[src/rtl/or_64.sv]
// Registered WIDTH-bit bitwise OR with zero/all-ones flags and a popcount of the result.
// Optional sticky-OR accumulation is enabled by defining OR_64_ACCUM_EN (adds input port accum).
module or_64 #(
  parameter int WIDTH = 64,
  parameter int CNT_W = 7
) (
  input  logic             clk,
  input  logic             reset,
  input  logic             in_valid,
`ifdef OR_64_ACCUM_EN
  input  logic             accum,
`endif
  input  logic [WIDTH-1:0] a,
  input  logic [WIDTH-1:0] b,
  output logic [WIDTH-1:0] y,
  output logic             out_valid,
  output logic             zero,
  output logic             all_ones,
  output logic [CNT_W-1:0] ones_count
);

  localparam int LEVELS = (WIDTH > 1) ? $clog2(WIDTH) : 1;
  localparam int PW     = 1 << LEVELS;

  // Pairwise adder tree: leaves are the bits, padded with zeros up to a power of two.
  function automatic logic [CNT_W-1:0] popcount(input logic [WIDTH-1:0] v);
    logic [CNT_W-1:0] sums [PW];
    for (int i = 0; i < PW; i++) begin
      sums[i] = '0;
      if (i < WIDTH) sums[i] = CNT_W'(v[i]);
    end
    for (int step = 1; step < PW; step = step * 2) begin
      for (int i = 0; i + step < PW; i = i + 2 * step) begin
        sums[i] = sums[i] + sums[i + step];
      end
    end
    return sums[0];
  endfunction

  logic [WIDTH-1:0] next_y;
  logic [CNT_W-1:0] next_count;

  always_comb begin
    next_y = a | b;
`ifdef OR_64_ACCUM_EN
    if (accum) next_y = y | a | b;
`endif
    next_count = popcount(next_y);
  end

  // Flags are derived from the value being captured so they land on the same edge as y.
  always_ff @(posedge clk) begin
    if (reset) begin
      y          <= '0;
      out_valid  <= 1'b0;
      zero       <= 1'b1;
      all_ones   <= 1'b0;
      ones_count <= '0;
    end else if (in_valid) begin
      y          <= next_y;
      out_valid  <= 1'b1;
      zero       <= (next_y == '0);
      all_ones   <= (&next_y);
      ones_count <= next_count;
    end else begin
      out_valid  <= 1'b0;
    end
  end

endmodule

[config.mk]
export PLATFORM = sky130hd
export DESIGN_NAME = or_64
export DESIGN_NICKNAME = d
export VERILOG_FILES = /design/src/rtl/or_64.sv
export SDC_FILE = /design/constraint.sdc
export NUM_CORES = 1
export LEC_CHECK = 0
export BUFFER_PORTS_ARGS = -buffer_cell sky130_fd_sc_hd__buf_2
export CAP_MARGIN = 20
export CORE_AREA = 2 2 109 111
export DETAILED_ROUTE_END_ITERATION = 7
export DIE_AREA = 0 0 111 113
export PLACE_DENSITY_LB_ADDON = 0.08
export SLEW_MARGIN = 40
export SYNTH_ARGS = -nofsm -noshare
export SYNTH_HDL_FRONTEND = slang
export SYNTH_SLANG_ARGS = --single-unit
[constraint.sdc]
create_clock -name clk -period 8.9 [get_ports clk]
set_input_delay 0.445 -clock clk [delete_from_list [all_inputs] [get_ports clk]]
set_output_delay 0.445 -clock clk [all_outputs]
set_load 0.005 [all_outputs]
==> Word level (Yosys, flattened, before mapping) <==
Index checks and enable logic that the tools add are counted.
{ "word_totals": {"ram_bits": 0, "input_bits": 131, "out_inout_bits": 74, "register_bits": 74, "mem_count": 0, "latch_bits": 0, "romBits": 0} }
{ "op_classes": {"shifts": 0, "mux": 1, "magnitude_cmp": 0, "bitwise": 1, "n_reduce_logical": 2, "add_sub_neg": 63, "n_eq_ne": 0, "div": 0, "n_mul": 0} }
{ "ops": {"columns": ["operator", "n"], "rows": [
  ["1-bit by 1-bit adder with 2-bit output", 32],
  ["64-bit logical NOT", 1],
  ["64-bit OR", 1],
  ["64-bit AND reduction", 1],
  ["2-bit by 2-bit adder with 3-bit output", 16],
  ["3-bit by 3-bit adder with 4-bit output", 8],
  ["4-bit by 4-bit adder with 5-bit output", 4],
  ["5-bit by 5-bit adder with 6-bit output", 2],
  ["6-bit by 6-bit adder with 7-bit output", 1],
  ["1-bit 2-to-1 mux", 1]
]} }

==> Depth between registers and ports, before layout <==
{ "logic_depth": {"ltp_word": 7, "depth_mapped": 22, "depth_no_buf": 22} }

==> Worst setup path before layout <==
OpenSTA, ideal clock, no wires.
{ "synth_path": {"kind": "input -> register", "from": "in b[63]", "to": "reg ones_count[6]", "t_arrival_ns": 6.108, "stages": 21, "n_path_buf": 0, "setup_ns": 0.147, "path_slack_ns": 2.645, "path_cell_list": "nor2_1 > inv_1 > fa_1 > fa_1 > inv_1 > fa_1 > fa_1 > inv_1 > fa_1 > fa_1 > inv_1 > fa_1 > fa_1 > inv_1 > ha_1 > fa_1 > a21o_1 > a21oi_1 > nor2b_1 > o21bai_1 > a311oi_1"} }
{ "synth_via": {"elab_chain_cells": 7} }
{ "synth_lines": {"columns": ["item", "line_no", "text"], "rows": [
  ["from (decl)", "14", "input logic [WIDTH-1:0] b,"],
  ["64-bit OR", "44", "next_y = a | b;"],
  ["via next_y[63]", "40", "logic [WIDTH-1:0] next_y;"],
  ["1-bit by 1-bit adder with 2-bit output", "34", "sums[i] = sums[i] + sums[i + step];"],
  ["2-bit by 2-bit adder with 3-bit output", "34", null],
  ["3-bit by 3-bit adder with 4-bit output", "34", null],
  ["4-bit by 4-bit adder with 5-bit output", "34", null],
  ["5-bit by 5-bit adder with 6-bit output", "34", null],
  ["6-bit by 6-bit adder with 7-bit output", "34", null],
  ["to (signal assigned)", "64", "ones_count <= next_count;"],
  ["to (decl)", "19", "output logic [CNT_W-1:0] ones_count"]
]} }
The timed path passes the listed nets, and every way through them passes these cells.
A chain may end at the register's enable or synchronous reset.

==> Worst setup path after layout <==
{ "layout_path": {"from": "in b[27]", "to": "reg ones_count[6]"} }
The elaborated chain is that of the path after synthesis.

==> impl_metrics.tcl <==
set metrics [dict create \
    critical_path_arrival_ns 6.65 \
    grt_usage 0.2221 \
    rsz0062_at_grt "no" \
    antenna_cells 0 \
    clock_latency_ns 0.33 \
    numPortBuffers 204 \
    cp.depth 22 \
    post-place-cells 858 \
    fin_crit_sh 0.7276 \
    drive_above_1_share 0.3119 \
    status "finished clean" \
    utilization 0.5461 \
    grt_overflow 0 \
    cts.sinks 74 \
    ant_nets 0 \
    min_delay_path_depth 2 \
    final_cells 874 \
    fp.coreArea_um2 11270 \
    avgSynthCellArea_um2 8.848 \
    start_kind "input port" \
    power_mw 2.781 \
    endpoint_kind "flip-flop" \
    fill_cells 1097 \
    drt-wirelength-per-cell_um 15.33 \
    path_class "input port to flip-flop" \
    grt_start_max_net_pins 75 \
    ys_ff_latch 74 \
    synthCells 533 \
    wl_mm 13.40 \
    critPathMaxStageDelay_ns 0.57 \
    min_period_ns 6.476 \
    seq_area_frac_synth 0.3141 \
    worstReg2RegEnd "ones_count[5]" \
    drc_errors 0 \
    cts_tree "built" \
    hpwl_mm 10.85 \
    clock_skew_ns 0 \
    drt_iter0_markers 245 \
    hold_end "zero" \
    numCtsBuffers 9 \
    row_count 39 \
    path_cells "buf_2 -> nor2_1 -> inv_1 -> fa_1 -> inv_1 -> fa_1 -> inv_1 -> fa_1 -> fa_1 -> fa_1 -> fa_1 -> inv_1 -> fa_1 -> fa_1 -> inv_1 -> ha_1 -> fa_1 -> a21o_1 -> a21oi_1 -> nor2b_1 -> o21bai_1 -> a311oi_1" \
    via_per_inst 4.961 \
    final_cell_mix "buf_2 (203), nor2_1 (132), inv_1 (94)" \
    root_buffer "clkbuf_16" \
    crit_buf_inv 6 \
    initial_core_util 0.4184 \
    clk_pin_slew_ns 0.06 \
    die_h_um 113 \
    final_common_cell "buf_2" \
    cp_data_required_time_ns 9.08 \
    min_from "zero" \
    drv_slew 0 \
    final-setup-viol-count 0 \
    io_pins 205 \
    hold_viol_final 0 \
    ys_types 28 \
    synth_nets 735 \
    hp-class "flip-flop to flip-flop" \
    antenna_found_initial 0 \
    cts_resized 0 \
    fin_nets 928 \
    worst_r2r_path_depth 2 \
    fmax_mhz 154.4 \
    yosysWarnings 0 \
    whs_ns 0.4648 \
    die-area_um2 12540 \
    p_per_area_nw_per_um2 451.7 \
    crit_path_frequent_cell "fa_1" \
    worstReg2RegStart "ones_count[5]" \
    cts_setup_buffers 0 \
    drtPass1Iterations 4 \
    globalplace.congestion 0.9369 \
    maxCapViolCount 0 \
    fin_tns_setup_ns 0 \
    area_growth_syn_to_layout_pct 30.54 \
    synth_area_um2 4716 \
    vias 4336 \
    power.leakage_nw 3.011 \
    tightest_slew_ns 0.7769 \
    critPathTopFamily "adder cells" \
    grt_pass1_vias 4413 \
    slew_headroom 0.4820 \
    ir_drop_v 0.0008809 \
    critPathSlowestCell "fa_1" \
    dieWidth_um 111 \
    cts-htree-levels 3 \
    worstPathMaxFanout 4 \
    grt_first_pass_wirelength_mm 21.89 \
    rrSetupSlack_ns 8.14 \
    clockBufferDepth 2 \
    cts_hold_buf 0 \
]
## worst max path at each step
stage                     startpoint             to
after detailed placement       b[27]  ones_count[6]
after floorplan                b[63]  ones_count[6]
after global routing           b[63]  ones_count[6]
final                          b[27]  ones_count[6]
after CTS                      b[27]  ones_count[6]
after global placement         b[63]  ones_count[6]
## cells by family (layout without fill, tap and decap cells)
| family | count (synthesis) | after routing | share of synthesized area |
|---|---|---|---|
| xor+xnor | 3 | 3 | 0.005573 |
| flops | 74 | 74 | 0.3141 |
| fa+ha+maj | 71 | 71 | 0.2743 |
| mux | 6 | 6 | 0.01274 |
| buf+inv | 118 | 316 | 0.09525 |
| simple gates | 187 | 187 | 0.1820 |
| compound gates | 74 | 74 | 0.1159 |
## per-stage QoR
stage,setup slack (ns),area (µm²)
detailed placement,2.090,5837
global route,2.141,6156
CTS,2.393,6156
floorplan,2.645,4716
finish,2.424,6156
global placement,2.222,5837
## power by group
group / internal [mW] / leakage (nW) / switching, mW / total [mW]
clock network: 0.247 / 0.153 / 0.149 / 0.396
registers: 0.374 / 0.618 / 0.0156 / 0.390
logic: 0.947 / 2.24 / 1.05 / 1.99
total: 1.57 / 3.01 / 1.21 / 2.78
## state kept, by name, indices dropped and copies added, names as in the netlist
signal	cells
out_valid	1
ones_count	7
y	64
all_ones	1
zero	1
## worst reg2reg max path, stage by stage (launching register included)
cell     delay, ns
dfxtp_1       0.32
mux2i_1       0.06
nor4_1        0.28
## per-layer routing
layer / vias to the layer above / global-route usage / part of all wire
met4: 0 / 0.07917 / 0.025
met3: 21 / 0.05463 / 0.076
met2: 165 / 0.3697 / 0.47
met1: 2009 / 0.2840 / 0.43
met5: - / 0 / 0
li1: 2141 / - / -
## final cells by class
class	count	area (µm²)	area share
clock buffers	10	229.0	0.03720
inverters	94	352.8	0.05732
multi-input cells	341	2785	0.4524
clock inverters	6	90.09	0.01463
well taps	143	178.9	0.02907
flip-flops and latches	74	1481	0.2407
repair buffers	206	1039	0.1687
## cells in the mapped netlist
cell type / count / share of area
inv_1: 94 / 0.075
nand3_1: 1 / 0.0011
mux2i_1: 6 / 0.013
nor2_1: 132 / 0.11
nand4_1: 20 / 0.027
o21bai_1: 1 / 0.0016
ha_1: 17 / 0.045
fa_1: 54 / 0.23
dfxtp_1: 74 / 0.31
nor4_4: 1 / 0.0045
a311oi_1: 1 / 0.0019
a21o_1: 3 / 0.0048
a21oi_1: 4 / 0.0042
xnor2_1: 2 / 0.0037
nor2_2: 4 / 0.0053
clkbuf_1: 15 / 0.012
nor3_1: 2 / 0.0021
xor2_1: 1 / 0.0019
nor4_2: 2 / 0.0053
nand2_1: 4 / 0.0032
and2_1: 1 / 0.0013
buf_1: 4 / 0.0032
nor2b_1: 1 / 0.0013
and4b_1: 1 / 0.0021
a211oi_1: 65 / 0.10
buf_2: 5 / 0.0053
or4_1: 1 / 0.0016
nor4_1: 17 / 0.023
Power figures use the tool's default switching activity.
